**src/rtl/fetch_luma_load_ctrl_pkg.sv**
```systemverilog
// Shared constants, FSM encoding and helpers for the luma reference-window loader.
// Latency: n/a (declarations only).
// Backpressure: n/a.
package fetch_luma_load_ctrl_pkg;

    localparam int PIXEL_WIDTH_DEF   = 8;   // bits per luma sample
    localparam int PIC_X_WIDTH       = 8;   // LCU column index width
    localparam int PIC_Y_WIDTH       = 8;   // LCU row index width
    localparam int LOAD_ROWS_DEF     = 80;  // reference-window rows per LCU
    localparam int BEATS_PER_ROW_DEF = 3;   // 32-pixel beats per 96-pixel row
    localparam int BEAT_PIXELS       = 32;  // pixels carried by one external beat
    localparam int LOAD_ADDR_W       = 7;   // luma buffer row address width

    typedef enum logic [1:0] {
        FSM_IDLE = 2'd0,
        FSM_REQ  = 2'd1,
        FSM_LOAD = 2'd2,
        FSM_DONE = 2'd3
    } load_state_t;

    // Counter width that stays legal for a count of one.
    function automatic int cnt_width(input int n);
        return (n > 1) ? $clog2(n) : 1;
    endfunction

endpackage

```
**src/rtl/fetch_luma_row_pack.sv**
```systemverilog
// Packs BEATS_PER_ROW external beats into one row, beat 0 in the MSBs.
// Latency: row strobe and data appear one cycle after the last beat of a row.
// Backpressure: none; beats are taken whenever beat_vld_i is high, gaps hold partial state.
module fetch_luma_row_pack
    import fetch_luma_load_ctrl_pkg::*;
#(
    parameter int PIXEL_WIDTH   = PIXEL_WIDTH_DEF,
    parameter int BEATS_PER_ROW = BEATS_PER_ROW_DEF
) (
    input  logic                                               clk,
    input  logic                                               rstn,
    input  logic                                               clr_i,
    input  logic                                               beat_vld_i,
    input  logic [BEAT_PIXELS*PIXEL_WIDTH-1:0]                 beat_dat_i,
    output logic                                               row_vld_o,
    output logic [BEATS_PER_ROW*BEAT_PIXELS*PIXEL_WIDTH-1:0]   row_dat_o
);

    localparam int BEAT_W = BEAT_PIXELS * PIXEL_WIDTH;
    localparam int ROW_W  = BEATS_PER_ROW * BEAT_W;
    localparam int BCW    = cnt_width(BEATS_PER_ROW);
    localparam logic [BCW-1:0] LAST_BEAT = BCW'(BEATS_PER_ROW - 1);

    logic [BCW-1:0]   beat_cnt_q, beat_cnt_d;
    logic [ROW_W-1:0] row_q,      row_d;
    logic             row_vld_q,  row_vld_d;
    logic [ROW_W-1:0] row_dat_q,  row_dat_d;

    // Drop each beat into its slot; on the last beat hand the whole row to a separate
    // output register so the next row's beat 0 cannot disturb data being strobed.
    always_comb begin
        beat_cnt_d = beat_cnt_q;
        row_d      = row_q;
        row_vld_d  = 1'b0;
        row_dat_d  = row_dat_q;
        if (clr_i) begin
            beat_cnt_d = '0;
            row_d      = '0;
        end else if (beat_vld_i) begin
            for (int k = 0; k < BEATS_PER_ROW; k++) begin
                if (beat_cnt_q == BCW'(k)) begin
                    row_d[(BEATS_PER_ROW - k) * BEAT_W - 1 -: BEAT_W] = beat_dat_i;
                end
            end
            if (beat_cnt_q == LAST_BEAT) begin
                beat_cnt_d = '0;
                row_vld_d  = 1'b1;
                row_dat_d  = row_d;
            end else begin
                beat_cnt_d = beat_cnt_q + BCW'(1);
            end
        end
    end

    // Register beat counter, partial row and the outgoing row/strobe.
    always_ff @(posedge clk or negedge rstn) begin
        if (!rstn) begin
            beat_cnt_q <= '0;
            row_q      <= '0;
            row_vld_q  <= 1'b0;
            row_dat_q  <= '0;
        end else begin
            beat_cnt_q <= beat_cnt_d;
            row_q      <= row_d;
            row_vld_q  <= row_vld_d;
            row_dat_q  <= row_dat_d;
        end
    end

    assign row_vld_o = row_vld_q;
    assign row_dat_o = row_dat_q;

endmodule

```
**src/rtl/fetch_luma_load_ctrl.sv**
```systemverilog
// Fetches one luma reference window per LCU start and writes it row by row into the luma buffer.
// Latency: request one cycle after start; each row strobed one cycle after its last beat; done one cycle after the last row.
// Backpressure: request held until ext_ack_i; beats accepted only in LOAD, gaps tolerated; starts while busy are dropped.
module fetch_luma_load_ctrl
    import fetch_luma_load_ctrl_pkg::*;
#(
    parameter int PIXEL_WIDTH   = PIXEL_WIDTH_DEF,
    parameter int LOAD_ROWS     = LOAD_ROWS_DEF,
    parameter int BEATS_PER_ROW = BEATS_PER_ROW_DEF
) (
    input  logic                                               clk,
    input  logic                                               rstn,
    input  logic                                               sysif_start_i,
    input  logic [PIC_X_WIDTH-1:0]                             sysif_total_x_i,
    input  logic [PIC_Y_WIDTH-1:0]                             sysif_total_y_i,
    output logic                                               ext_req_o,
    output logic [PIC_X_WIDTH-1:0]                             ext_req_x_o,
    output logic [PIC_Y_WIDTH-1:0]                             ext_req_y_o,
    input  logic                                               ext_ack_i,
    input  logic                                               ext_rdata_valid_i,
    input  logic [BEAT_PIXELS*PIXEL_WIDTH-1:0]                 ext_rdata_i,
    output logic                                               ext_load_valid_o,
    output logic [LOAD_ADDR_W-1:0]                             ext_load_addr_o,
    output logic [BEATS_PER_ROW*BEAT_PIXELS*PIXEL_WIDTH-1:0]   ext_load_data_o,
    output logic                                               ext_load_done_o,
    output logic                                               busy_o
);

    localparam logic [LOAD_ADDR_W-1:0] LAST_ROW = LOAD_ADDR_W'(LOAD_ROWS - 1);

    load_state_t               state_q,   state_d;
    logic [PIC_X_WIDTH-1:0]    pos_x_q,   pos_x_d;
    logic [PIC_Y_WIDTH-1:0]    pos_y_q,   pos_y_d;
    logic [PIC_X_WIDTH-1:0]    req_x_q,   req_x_d;
    logic [PIC_Y_WIDTH-1:0]    req_y_q,   req_y_d;
    logic [LOAD_ADDR_W-1:0]    row_cnt_q, row_cnt_d;
    logic                      req_q,     req_d;
    logic                      busy_q,    busy_d;
    logic                      done_q,    done_d;

    logic                      row_vld;
    logic                      beat_vld;
    logic                      pack_clr;

    // Beats count only while loading; once the final row is strobed any stray beat in
    // that same cycle must not start a phantom row.
    assign beat_vld = ext_rdata_valid_i && (state_q == FSM_LOAD)
                      && !(row_vld && (row_cnt_q == LAST_ROW));
    assign pack_clr = (state_q == FSM_DONE);

    fetch_luma_row_pack #(
        .PIXEL_WIDTH   (PIXEL_WIDTH),
        .BEATS_PER_ROW (BEATS_PER_ROW)
    ) u_row_pack (
        .clk        (clk),
        .rstn       (rstn),
        .clr_i      (pack_clr),
        .beat_vld_i (beat_vld),
        .beat_dat_i (ext_rdata_i),
        .row_vld_o  (row_vld),
        .row_dat_o  (ext_load_data_o)
    );

    // Next-state, LCU position walk and row counting; outputs derive from the next state
    // so they are registered alongside it.
    always_comb begin
        state_d   = state_q;
        pos_x_d   = pos_x_q;
        pos_y_d   = pos_y_q;
        req_x_d   = req_x_q;
        req_y_d   = req_y_q;
        row_cnt_d = row_cnt_q;
        case (state_q)
            FSM_IDLE: begin
                if (sysif_start_i) begin
                    state_d = FSM_REQ;
                    req_x_d = pos_x_q;
                    req_y_d = pos_y_q;
                    if (pos_x_q == sysif_total_x_i) begin
                        pos_x_d = '0;
                        if (pos_y_q == sysif_total_y_i) begin
                            pos_y_d = '0;
                        end else begin
                            pos_y_d = pos_y_q + PIC_Y_WIDTH'(1);
                        end
                    end else begin
                        pos_x_d = pos_x_q + PIC_X_WIDTH'(1);
                    end
                end
            end
            FSM_REQ: begin
                if (ext_ack_i) begin
                    state_d = FSM_LOAD;
                end
            end
            FSM_LOAD: begin
                if (row_vld) begin
                    row_cnt_d = row_cnt_q + LOAD_ADDR_W'(1);
                    if (row_cnt_q == LAST_ROW) begin
                        state_d = FSM_DONE;
                    end
                end
            end
            FSM_DONE: begin
                state_d   = FSM_IDLE;
                row_cnt_d = '0;
            end
            default: begin
                state_d = FSM_IDLE;
            end
        endcase
        req_d  = (state_d == FSM_REQ);
        busy_d = (state_d != FSM_IDLE);
        done_d = (state_d == FSM_DONE);
    end

    // Controller state and registered outputs.
    always_ff @(posedge clk or negedge rstn) begin
        if (!rstn) begin
            state_q   <= FSM_IDLE;
            pos_x_q   <= '0;
            pos_y_q   <= '0;
            req_x_q   <= '0;
            req_y_q   <= '0;
            row_cnt_q <= '0;
            req_q     <= 1'b0;
            busy_q    <= 1'b0;
            done_q    <= 1'b0;
        end else begin
            state_q   <= state_d;
            pos_x_q   <= pos_x_d;
            pos_y_q   <= pos_y_d;
            req_x_q   <= req_x_d;
            req_y_q   <= req_y_d;
            row_cnt_q <= row_cnt_d;
            req_q     <= req_d;
            busy_q    <= busy_d;
            done_q    <= done_d;
        end
    end

    assign ext_req_o        = req_q;
    assign ext_req_x_o      = req_x_q;
    assign ext_req_y_o      = req_y_q;
    assign ext_load_valid_o = row_vld;
    assign ext_load_addr_o  = row_cnt_q;
    assign ext_load_done_o  = done_q;
    assign busy_o           = busy_q;

endmodule

```
**config.mk**
```make
export PLATFORM = sky130hd
export DESIGN_NAME = fetch_luma_load_ctrl
export DESIGN_NICKNAME = d
export VERILOG_FILES = /design/src/rtl/fetch_luma_load_ctrl_pkg.sv /design/src/rtl/fetch_luma_row_pack.sv /design/src/rtl/fetch_luma_load_ctrl.sv
export SDC_FILE = /design/constraint.sdc
export NUM_CORES = 2
export LEC_CHECK = 0
export CAP_MARGIN = 0
export CORE_MARGIN = 8
export CORE_UTILIZATION = 25
export CTS_CLUSTER_SIZE = 40
export DETAILED_ROUTE_END_ITERATION = 6
export SLEW_MARGIN = 10
export SYNTH_ARGS = -nofsm -noshare
export SYNTH_HDL_FRONTEND = slang
export SYNTH_HIERARCHICAL = 1
export SYNTH_SLANG_ARGS = --single-unit
```
**constraint.sdc**
```tcl
create_clock -name clk -period 6.8 [get_ports clk]
set_input_delay 1.36 -clock clk [delete_from_list [all_inputs] [get_ports clk]]
set_output_delay 1.36 -clock clk [all_outputs]
set_load 0.02 [all_outputs]
```
==> flow_summary.json <==
{
  "status": "completed",
  "grt_pass1_wl_um": 268000,
  "avgSynthCellArea_um2": 14.4,
  "finalSetupTns_ns": 0,
  "grt_pass1_vias": 36847,
  "grt_overflow": 0,
  "wl_per_cell_um": 23.3,
  "root_buffer": "clkbuf_16",
  "ys_seq_area_frac": 0.600,
  "clkSlewWorstSetupHoldPaths_ns": 0.06,
  "cts_buffer_depth": 3,
  "synth.distinct_cells": 45,
  "holdBufCountCts": 0,
  "drtIter0Drc": 1656,
  "syn_area_um2": 55400,
  "worstPathCellList": "nand2_1 > inv_8 > buf_4 > buf_4 > nand2b_1 > mux2i_1",
  "antenna_found_initial": 28,
  "dpl_cell_area_um2": 69000,
  "drc": 0,
  "cts_setup_buffers": 0,
  "r2r_slack_ns": 2.91,
  "max_slew.worst_pin.slew_ns": 1.11,
  "ys_ff_latch": 1327,
  "first_pass_iters": 5,
  "dp_hpwl_um": 129000,
  "track_usage": 0.150,
  "cts_tree": "built",
  "synth-compound-area-share": 0.0459,
  "final_common_cell": "dfrtp_1",
  "async_flop_share": 1.00,
  "finalCritPeriodShare": 0.572,
  "clk_latency_ns": 0.79,
  "cap_violations": 0,
  "min_path_type": "flop to flop",
  "finalSetupViolCount": 0,
  "path_common_cell": "buf_4",
  "synth_xor_area_frac": 0.00253,
  "fin_skew_ns": 0.0350,
  "pin_count": 1072,
  "yosys_warnings": 6,
  "io_buffers": 1071,
  "slowest_delay_ns": 0.83,
  "routed_wl_um": 184000,
  "synthAdderAreaFrac": 0.000678,
  "rsz0062_at_grt": "false",
  "num_vias": 34230,
  "slew_headroom": 0.258,
  "final.min_clock_period_ns": 3.89,
  "synth_top_family_by_area": "multiplexers",
  "synth_nets": 4120,
  "cp_data_required_time_ns": 7.42,
  "final_cell_mix": "dfrtp_1, clkdlybuf4s50_1, nand2b_1, mux2i_1, mux2_4",
  "dieArea_um2": 237000,
  "nNetsFinal": 5137,
  "cp_slowest_cell": "buf_4",
  "crit_path_start_kind": "flop",
  "synthCells": 3840,
  "synth_edf_count": 0,
  "fin_area_um2": 73900,
  "drive_above_1_share": 0.165,
  "cts_resized": 0,
  "routabilityCongestion": 0.831,
  "end_kind": "flop",
  "fmax_mhz": 257,
  "clock-sinks": 1327,
  "syn2layout_area_growth_pct": 33.4,
  "cp_max_fo": 108,
  "vdd_drop_max_v": 0.000233,
  "synthMuxAreaShare": 0.225,
  "crit_arrival_ns": 4.51,
  "htreeDepth": 4,
  "die_x_um": 487,
  "ant_nets": 0,
  "numCtsBuffers": 149,
  "initial_core_util": 0.252,
  "core_um2": 220000,
  "drv_slew": 0,
  "power_density_nw_per_um2": 407,
  "path_class": "flop to flop",
  "synth_simple_gate_area_frac": 0.0977,
  "via_per_inst": 4.32,
  "synthFlopType": "dfrtp_1",
  "placementRows": 172,
  "timing_hold_violations_final": 0,
  "p_leak_nw": 34.9,
  "die_y_um": 487,
  "grt_max_degree": 209
}
## state kept, by name, indices dropped and copies added (netlist names)
name	count
ext_req_o	1
pos_y_q	8
busy_o	1
pos_x_q	8
ext_load_done_o	1
u_row_pack/row_q	512
u_row_pack/row_vld_o	1
ext_req_x_o	8
u_row_pack/row_dat_o	768
ext_req_y_o	8
u_row_pack/beat_cnt_q	2
state_q	2
ext_load_addr_o	7
## metal layers
layer  wire (um)  global-route usage  vias to the layer above
met3       16100              0.0578                      256
li1            -                   -                    15297
met2       84100               0.237                     1044
met1       78500               0.190                    17601
met5         211                   0                        -
met4        5610              0.0464                       32
## final cells by class
| cell class | instances | area (um2) |
|---|---|---|
| Antenna cell | 8 | 20.0 |
| Clock buffer | 210 | 4230 |
| Clock inverter | 50 | 594 |
| Fill cell | 21550 | 146000 |
| Inverter | 8 | 37.5 |
| Multi-Input combinational cell | 2233 | 20600 |
| Sequential cell | 1327 | 33200 |
| Tap cell | 2958 | 3700 |
| Timing Repair Buffer | 1138 | 11500 |
## path summary, 6_finish.rpt
| path | start | to | depth (start not counted) |
|---|---|---|---|
| setup / recovery | state_q[1] | u_row_pack/row_q[626] | 6 |
| hold / removal | ext_req_x_o[4] | ext_req_x_o[4] | 2 |
| setup reg to reg | state_q[1] | u_row_pack/row_q[626] | 6 |
| hold reg to reg | ext_req_x_o[4] | ext_req_x_o[4] | 2 |
| max in group asynchronous | rstn | u_row_pack/row_dat_o[720] | 2 |
| min in group asynchronous | rstn | u_row_pack/row_q[547] | 1 |
## power by group
group	leakage (nW)	total, mW	switching [mW]	internal (mW)
logic	14.4	10.2	5.23	5.01
registers	18.1	11.9	1.56	10.3
clock network	2.36	7.95	3.45	4.50
total	34.9	30.1	10.2	19.8
## cell usage after synthesis (2+ instances only)
master / count / area, um2
and3_1: 5 / 31.3
o2bb2ai_1: 256 / 2240
o22ai_1: 7 / 43.8
nand3b_1: 3 / 22.5
nor3_1: 2 / 10.0
nand3_1: 10 / 50.1
nand2_1: 60 / 225
mux2_4: 400 / 6010
o21ai_0: 19 / 95.1
inv_1: 7 / 26.3
buf_6: 53 / 597
mux2_2: 114 / 1280
buf_1: 16 / 60.1
nor2_1: 8 / 30.0
clkbuf_1: 105 / 394
nand4_1: 4 / 25.0
nor3b_1: 2 / 15.0
nand2b_1: 772 / 4830
dfrtp_1: 1327 / 33200
mux2i_1: 514 / 5140
buf_2: 81 / 405
a21oi_1: 10 / 50.1
nor4_1: 2 / 12.5
nor2b_1: 3 / 18.8
a22o_1: 4 / 35.0
xor2_1: 16 / 140
o31ai_2: 2 / 25.0
and2_1: 3 / 18.8
ha_1: 3 / 37.5
buf_4: 17 / 128
## kinds of logic (layout without fill, tap and decap cells)
kind of cell    count (synthesis)  after routing
compound gates                303            303
simple gates                  883            883
mux                          1028           1028
xor+xnor                       16             16
fa+ha+maj                       3              3
buf+inv                       280           1406
flops                        1327           1327
other cells                     0              8
## critical path, delay by kind of cell, from the launching register on
family | cells | cell delay, ns
buffers and inverters | 3 | 1.88
flip-flops | 1 | 0.67
multiplexers | 1 | 0.16
AND/OR/NAND/NOR | 2 | 0.89
## per-stage QoR
step / power (mW) / hold slack, ns / util / worst slack [ns] / std cells
2_1_floorplan: 17.2 / 0.480 / - / 4.12 / 3840
3_3_place_gp: 22.1 / 0.463 / 0.314 / 2.58 / 7664
3_5_place_dp: 22.3 / 0.466 / 0.314 / 2.53 / 7664
4_1_cts: 30.5 / 0.476 / 0.336 / 2.80 / 7924
5_1_grt: 31.6 / 0.494 / 0.336 / 2.67 / 7925
6_report: 30.1 / 0.476 / 0.336 / 2.91 / 7932
Power figures use the tool's default switching activity.
